==> config.mk <==
export PLATFORM = sky130hd
export DESIGN_NAME = multdiv_ctrl
export DESIGN_NICKNAME = d
export VERILOG_FILES = /design/src/rtl/multdiv_pkg.sv /design/src/rtl/multdiv_ctrl_hilo_regs.sv /design/src/rtl/multdiv_ctrl.sv
export SDC_FILE = /design/constraint.sdc
export NUM_CORES = 1
export LEC_CHECK = 0
export CAP_MARGIN = 0
export CORE_ASPECT_RATIO = 1.25
export CORE_MARGIN = 1
export CORE_UTILIZATION = 40
export DETAILED_ROUTE_END_ITERATION = 10
export PLACE_DENSITY = 0.73
export SYNTH_ARGS = -nofsm -noshare
export SYNTH_HDL_FRONTEND = slang
export SYNTH_HIERARCHICAL = 1
export SYNTH_SLANG_ARGS = --single-unit
==> constraint.sdc <==
create_clock -name clk -period 2.6 [get_ports clk]
set_input_delay 0.78 -clock clk [delete_from_list [all_inputs] [get_ports clk]]
set_output_delay 0.78 -clock clk [all_outputs]
set_load 0.05 [all_outputs]
==> src/rtl/multdiv_pkg.sv <==
// Shared types and defaults for the multdiv sequencer.
package multdiv_pkg;

    localparam int MD_WIDTH   = 32;
    localparam int MD_TIMEOUT = 40;

    typedef enum logic [2:0] {
        OP_MULT  = 3'd0,
        OP_MULTU = 3'd1,
        OP_DIV   = 3'd2,
        OP_DIVU  = 3'd3,
        OP_MTHI  = 3'd4,
        OP_MTLO  = 3'd5,
        OP_MFHI  = 3'd6,
        OP_MFLO  = 3'd7
    } md_op_t;

    typedef enum logic [1:0] {
        ST_IDLE  = 2'd0,
        ST_START = 2'd1,
        ST_BUSY  = 2'd2,
        ST_DRAIN = 2'd3
    } md_state_t;

endpackage

==> src/rtl/multdiv_ctrl_hilo_regs.sv <==
// HI/LO architectural registers: MTxx write port, engine capture port, read mux.
module hilo_regs
    import multdiv_pkg::*;
#(
    parameter int WIDTH = MD_WIDTH
) (
    input  logic             clk,
    input  logic             reset,
    input  logic             mt_we_hi,
    input  logic             mt_we_lo,
    input  logic [WIDTH-1:0] mt_data,
    input  logic             cap_we,
    input  logic [WIDTH-1:0] cap_hi,
    input  logic [WIDTH-1:0] cap_lo,
    input  logic             rd_sel_lo,
    output logic [WIDTH-1:0] rd_val
);

    logic [WIDTH-1:0] hi;
    logic [WIDTH-1:0] lo;

    // Capture wins over MTxx; in practice they never coincide.
    always_ff @(posedge clk) begin
        if (reset) begin
            hi <= '0;
            lo <= '0;
        end else if (cap_we) begin
            hi <= cap_hi;
            lo <= cap_lo;
        end else begin
            if (mt_we_hi) hi <= mt_data;
            if (mt_we_lo) lo <= mt_data;
        end
    end

    assign rd_val = rd_sel_lo ? lo : hi;

endmodule

==> src/rtl/multdiv_ctrl.sv <==
// MIPS mult/div sequencer: HI/LO hazard stall, engine start/capture, flush drain, watchdog.
// Optional MD_DIVZERO_BYPASS_EN: DIV/DIVU by zero completes in IDLE without the engine.
module multdiv_ctrl
    import multdiv_pkg::*;
#(
    parameter int WIDTH   = MD_WIDTH,
    parameter int TIMEOUT = MD_TIMEOUT
) (
    input  logic             clk,
    input  logic             reset,
    input  logic             issue_valid,
    input  logic [2:0]       issue_op,
    input  logic [WIDTH-1:0] rs_val,
    input  logic [WIDTH-1:0] rt_val,
    input  logic             flush,
    output logic             stall,
    output logic [WIDTH-1:0] rd_val,
    output logic             md_start,
    output logic             md_multdivb,
    output logic             md_signedop,
    output logic [WIDTH-1:0] md_x,
    output logic [WIDTH-1:0] md_y,
    input  logic [WIDTH-1:0] md_prodh,
    input  logic [WIDTH-1:0] md_prodl,
    input  logic             md_run,
    output logic             timeout_err
);

    localparam int CW = $clog2(TIMEOUT + 1);
    localparam logic [CW-1:0] CNT_MAX = CW'(TIMEOUT);

    md_state_t     state, state_n;
    logic [CW-1:0] cnt, cnt_n;
    md_op_t        op;
    logic          accept;
    logic          capture;
    logic          divzero;
    logic          wd_fire;
    logic          mt_hi;
    logic          mt_lo;
    logic          cap_we;
    logic [WIDTH-1:0] cap_hi;
    logic [WIDTH-1:0] cap_lo;
    logic [CW-1:0] cnt_inc;

    assign op      = md_op_t'(issue_op);
    assign cnt_inc = (cnt == CNT_MAX) ? cnt : cnt + CW'(1);

    always_comb begin
        state_n = state;
        cnt_n   = cnt;
        accept  = 1'b0;
        capture = 1'b0;
        divzero = 1'b0;
        wd_fire = 1'b0;
        mt_hi   = 1'b0;
        mt_lo   = 1'b0;
        unique case (state)
            ST_IDLE: begin
                if (issue_valid) begin
                    unique case (op)
                        OP_MULT, OP_MULTU: accept = 1'b1;
                        OP_DIV, OP_DIVU: begin
`ifdef MD_DIVZERO_BYPASS_EN
                            if (rt_val == '0) divzero = 1'b1;
                            else              accept  = 1'b1;
`else
                            accept = 1'b1;
`endif
                        end
                        OP_MTHI: mt_hi = 1'b1;
                        OP_MTLO: mt_lo = 1'b1;
                        default: ;
                    endcase
                end
                if (accept) state_n = ST_START;
            end
            ST_START: begin
                cnt_n   = '0;
                state_n = flush ? ST_DRAIN : ST_BUSY;
            end
            ST_BUSY: begin
                // cnt==0 marks the first BUSY cycle, where md_run is not yet valid.
                if (cnt == CNT_MAX) begin
                    wd_fire = 1'b1;
                    state_n = ST_IDLE;
                end else if (flush) begin
                    cnt_n   = '0;
                    state_n = ST_DRAIN;
                end else if (cnt != '0 && !md_run) begin
                    capture = 1'b1;
                    state_n = ST_IDLE;
                end else begin
                    cnt_n = cnt_inc;
                end
            end
            ST_DRAIN: begin
                if (cnt == CNT_MAX) begin
                    wd_fire = 1'b1;
                    state_n = ST_IDLE;
                end else if (cnt != '0 && !md_run) begin
                    state_n = ST_IDLE;
                end else begin
                    cnt_n = cnt_inc;
                end
            end
            default: state_n = ST_IDLE;
        endcase
    end

    always_ff @(posedge clk) begin
        if (reset) begin
            state       <= ST_IDLE;
            cnt         <= '0;
            md_x        <= '0;
            md_y        <= '0;
            md_multdivb <= 1'b0;
            md_signedop <= 1'b0;
            timeout_err <= 1'b0;
        end else begin
            state <= state_n;
            cnt   <= cnt_n;
            if (accept) begin
                md_x        <= rs_val;
                md_y        <= rt_val;
                md_multdivb <= ~issue_op[1];
                md_signedop <= ~issue_op[0];
            end
            if (wd_fire) timeout_err <= 1'b1;
        end
    end

    assign md_start = (state == ST_START) && !reset;
    assign stall    = issue_valid && (state != ST_IDLE);

    assign cap_we = capture | divzero;
    assign cap_hi = divzero ? rs_val : md_prodh;
    assign cap_lo = divzero ? {WIDTH{1'b1}} : md_prodl;

    hilo_regs #(
        .WIDTH(WIDTH)
    ) u_hilo (
        .clk      (clk),
        .reset    (reset),
        .mt_we_hi (mt_hi),
        .mt_we_lo (mt_lo),
        .mt_data  (rs_val),
        .cap_we   (cap_we),
        .cap_hi   (cap_hi),
        .cap_lo   (cap_lo),
        .rd_sel_lo(issue_op[0]),
        .rd_val   (rd_val)
    );

endmodule

Word level (Yosys, flattened, before mapping)
Index checks and enable logic that the tools add are counted.
Widths: inputs -> output; s select.
- output and inout bits: 101
- register bits after elaboration: 139
- bits in writable memories: 0
- latch bits: 0
- ROM bits: 0
- memories: 0
- eq/ne operators: 12
- $lt $le $gt $ge: 0
- multiply operators: 0
- bitwise gates (word level): 2
- multiplexer cells: 33
- shifts and indexed selects: 0
- reduce and logical (&&, ||, !) cells: 15
- div/mod/pow operators: 0
- add/sub/neg operators: 1
- operators by type and width (kind ; number):
    $mux 32 ; 5
    $mux 6 ; 4
    $pmux 6 s3 ; 1
    $mux 1 ; 17
    $mux 2 ; 5
    $pmux 2 s4 ; 1
    $add 6x1->6 const B ; 1
    $eq 3x2->1 const B ; 2
    $eq 3x3->1 const B ; 2
    $eq 6x6->1 const B ; 1
    $ne 2x2->1 const B ; 3
    $reduce_bool 2->1 ; 3
    $reduce_bool 6->1 ; 1
    $eq 2x2->1 const B ; 2
    $reduce_or 4->1 ; 1
    $eq 3x1->1 const B ; 1
    $logic_and 1x1->1 ; 3
    $logic_not 3->1 ; 1
    $reduce_and 3->1 ; 1
    $reduce_bool 3->1 ; 1
    $eq 2x1->1 const B ; 1
    $logic_not 1->1 ; 2
    $logic_not 2->1 ; 1
    $not 1->1 ; 2
    $reduce_or 2->1 ; 1

Logic depth before layout (Yosys ltp)
- depth after elaboration: 7
- depth in mapped cells: 9
- gate-level depth less buffers: 7

Modules after synthesis
The synthesis kept the hierarchy.
- modules (own cells, without submodules) (module ; instances ; cells each ; area an instance (µm²)):
    hilo_regs ; 1 ; 321 ; 3575.9
    multdiv_ctrl ; 1 ; 354 ; 2840.2

Worst setup path after synthesis
OpenSTA, ideal clock, no wires.
- path type: input to output
- from: input reset
- to: output md_start
- path slack: -12 ps
- arrival time: 1832 ps
- cell stages on the path: 3
- cells stage by stage: clkbuf_1 -> clkbuf_1 -> nor2_1
- longest elaborated chain between the ends: 2
- ends and longest elaborated chain (item ; line ; source):
    from (decl) ; multdiv_ctrl.sv:10 ; input logic reset,
    $logic_not 1->1 ; multdiv_ctrl.sv:133 ; assign md_start = (state == ST_START) && !reset;
    $logic_and 1x1->1 ; multdiv_ctrl.sv:133 ;
    to (decl) ; multdiv_ctrl.sv:18 ; output logic md_start,
No other way between the ends.

Worst setup path in the final report
- from: input issue_valid
- to: output stall
- longest elaborated chain between the ends: 1
- ends and longest elaborated chain (item ; line ; source):
    from (decl) ; multdiv_ctrl.sv:11 ; input logic issue_valid,
    $logic_and 1x1->1 ; multdiv_ctrl.sv:134 ; assign stall = issue_valid && (state != ST_IDLE);
    to (decl) ; multdiv_ctrl.sv:16 ; output logic stall,
No other way between the ends.

==> out/results.tsv <==
stage	metric	value	unit
finish	final non-filler cell area	9584	um2
clock_network	CTS sink cnt	139	
synthesis	Async SR Flop Fraction	0	
synthesis	simple-gate share of the synthesized area	0.1673	
synthesis	Yosys warnings	6	
synthesis	largest family of logic cells by synthesized area	compound AO/OA/AOI/OAI gates	
worst_setup_path	R2R Path End	u_hilo/lo[18]$_SDFFE_PP0P_	
worst_setup_path	Reg-to-Reg Start	cnt[0]$_SDFFE_PP0P_	
worst_setup_path	CP Max Fanout	4	
place	Placed Area	8920	um2
worst_hold_path	Hold Crit Depth	2	
floorplanning	Die Area	16550	um2
synthesis	post-synthesis cell type count	40	
sta	Rel. slew slack	0.5401	
synthesis	Post-synth top cells	dfxtp_1 (139), nand2_1 (131), a21oi_1 (69)	
synthesis	sequential-to-total area share from yosys stat	0.4337	
finish	Post-Layout Cell Count	1119	
synthesis	largest area contributor in the netlist	dfxtp_1	
finish	Nets	1032	
drt	Post-route DRC	0	
finish	layout cells sized above 1	0.1720	
clock_network	Hold Buf Count CTS	0	
synthesis	count leader, synth	dfxtp_1	
clock_network	post_cts resized	0	
clock_network	worst skew pair latency	0.42	ns
worst_setup_path	Startpoint Class	primary input	
synthesis	mean area per synthesized cell	9.505	um2
global_route	first-pass GRT wire length	27660	um
sta	Final Hold Fails	0	
worst_setup_path	slowest CP cell	clkdlybuf4s50_1	
global_route	antenna violations before repair	0	
global_route	GRT overflow	0	
synthesis	Synth Cell Area	6416	um2
floorplanning	IO Pins	237	
sta	final worst path period need	2.487	ns
sta	Slew Limit Fails	0	
worst_setup_path	Worst setup endpoint	stall	
clock_network	Worst-path clk slew	0.06	ns
run_status	run status	finished clean	
sta	RSZ-0062 raised after global routing	false	
finish	ANT cells	0	
sta	Max Clk Rate	402.1	MHz
sta	setup ws final	0.1132	ns
sta	Setup violations, final	0	
clock_network	CTS max path bufs	2	
place	Place WS	0.06947	ns
place	Placed Instances	1087	
clock_network	Post-CTS Setup Inserts	0	
worst_setup_path	CP bufs+invs	2	
synthesis	mux cell area share after synthesis	0.1576	
drt	WL final	18020	um
synthesis	complex-gate fraction of the synthesized area	0.1720	
clock_network	CTS tree	done	
floorplanning	Horiz. Die Dim	115.3	um
synthesis	post-synthesis xor/xnor area fraction	0.004095	
power	Max IR drop VDD	0.4832	mV
synthesis	Adder-Cell Fraction of Synth Area	0.003900	
synthesis	syn nets	813	
power	Leak	3.430	nW
place	post-DP HPWL	12410	um
power	Design Power	0.006301	W
synthesis	Area contributors post-synth	dfxtp_1 (43%), mux2i_1 (10%), nand2_1 (7.7%)	
worst_setup_path	CP Depth	3	
worst_setup_path	Worst Setup SP	issue_valid	
global_route	GR Util All Layers	0.2190	
worst_setup_path	r2r worst-path depth	9	
floorplanning	Initial Util	0.4104	
drt	Starting DRT DRC Count	211	
worst_hold_path	Hold Crit Class	flop to flop	
sta	Tcrit/Tclk final	0.9565	
worst_setup_path	crit-path max cell delay	0.52	ns
global_route	pin count of the biggest net entering global routing	136	
synthesis	share of the synthesized area in the top cell type	0.4337	
worst_setup_path	Crit. End Element	primary output	
finish	Layout area overhead	49.38	%
synthesis	Synth Register Bits	139	
drt	routed vias/inst	4.908	
worst_setup_path	Critical Path RT	1.82	ns
sta	Setup Skew	0.006335	ns
global_route	vias in the first global route	5438	
drt	Post-DRT Antenna Nets	0	
sta	Worst-Margin Slew	0.6898	ns
synthesis	Mapped Cells	675	
drt	DR vias	5492	
power	PwrDens	657.4	nW/um2
floorplanning	die height	143.6	um
run	max_cap viols	0	
worst_setup_path	FF-to-FF setup slack	0.29	ns
drt	drt pass-1 iters	5	
drt	DR WL/cell	16.10	um
place	Port Buffers	236	
synthesis	Top FF cell, synth	dfxtp_1	
synthesis	number of synthesized flops with an enable pin	0	
floorplanning	core area	15630	um2
worst_setup_path	Top delay family on crit path	buffers and inverters	
clock_network	root buf cell	clkbuf_16	
worst_setup_path	crit path kind	primary input to primary output	
place	gpl congestion	0.7521	
worst_setup_path	critical path data arrival time	1.71	ns
worst_setup_path	CP Cell Sequence	clkdlybuf4s50_1, nor2b_1, buf_12	
floorplanning	# rows	51	
clock_network	Num CTS Buffers	17	
clock_network	H-Tree Level Count	4	
sta	setup_tns	0	ns
-- cells in the final DEF, fill, tap and decap left out, types with 2 or more instances in the layout --
cell,netlist,routed
a21oi_1,69,69
ha_1,2,2
a21o_1,3,3
clkbuf_16,0,17
nand3b_1,2,2
nand3_1,4,4
clkbuf_1,19,2
inv_1,6,6
mux2_2,30,30
mux2_1,2,2
buf_4,6,42
o21ai_0,2,2
nor2_4,0,2
buf_12,4,13
bufinv_16,0,6
a211oi_2,31,31
nand2_1,131,131
nand4_1,2,2
nor2b_1,67,67
xor2_1,3,3
clkdlybuf4s50_1,0,200
clkinv_2,0,4
dfxtp_1,139,139
nor2_1,11,8
a211oi_1,36,36
mux2i_1,65,65
-- sequential cells by signal, indices dropped and copies added (netlist names) --
register and count:
cnt 6, md_multdivb 1, md_signedop 1, md_x 32, md_y 32, state 2
timeout_err 1, u_hilo/hi 32, u_hilo/lo 32
-- final cells by class --
class | instances | area, um2
fill | 1344 | 6050
multi-input combinational | 473 | 3263
sequential | 139 | 2783
timing repair buffer | 256 | 2582
clock buffer | 20 | 446.7
tap | 212 | 265.3
clock inverter | 12 | 217.7
inverter | 7 | 26.28
-- worst min-delay path, stage by stage (launching register included) --
cell and delay, ns:
dfxtp_1 0.30, nand2_1 0.05, a21oi_1 0.05
-- how the worst min path moves through the flow --
stage / from / end / slack, ns
after global placement: timeout_err$_SDFFE_PP0P_ / timeout_err$_SDFFE_PP0P_ / 0.44
after detailed placement: md_y[14]$_SDFFE_PP0P_ / md_y[14]$_SDFFE_PP0P_ / 0.45
after floorplan: cnt[2]$_SDFFE_PP0P_ / cnt[2]$_SDFFE_PP0P_ / 0.50
after global routing: md_x[1]$_SDFFE_PP0P_ / md_x[1]$_SDFFE_PP0P_ / 0.47
final: md_y[4]$_SDFFE_PP0P_ / md_y[4]$_SDFFE_PP0P_ / 0.45
after CTS: md_y[4]$_SDFFE_PP0P_ / md_y[4]$_SDFFE_PP0P_ / 0.45
-- layer usage --
layer | GRT usage | routed length, um
met4 | 0.07997 | 335
met3 | 0.07339 | 1225
met5 | 0 | 0
met2 | 0.3770 | 8865
met1 | 0.2503 | 7592
-- power breakdown --
part	switching [W]	leakage [nW]	internal [W]
sequential	0.0000732	1.13	0.00225
clock	0.000934	0.328	0.00182
combinational	0.000694	1.97	0.000530
total	0.00170	3.43	0.00460
-- per-stage QoR --
step / hold slack (ns) / utilization
2_1_floorplan: 0.5027 / -
3_3_place_gp: 0.4366 / 0.5705
3_5_place_dp: 0.4457 / 0.5705
4_1_cts: 0.4534 / 0.6130
5_1_grt: 0.4668 / 0.6130
6_report: 0.4520 / 0.6130
-- kinds of logic (layout without fill, tap and decap cells) --
family          Yosys count  after routing
compound gates          147            147
xor+xnor                  3              3
fa+ha+maj                 2              2
buf+inv                  63            295
flops                   139            139
mux                      97             97
simple gates            224            224
Note: power is estimated with default switching activity, not from simulation.
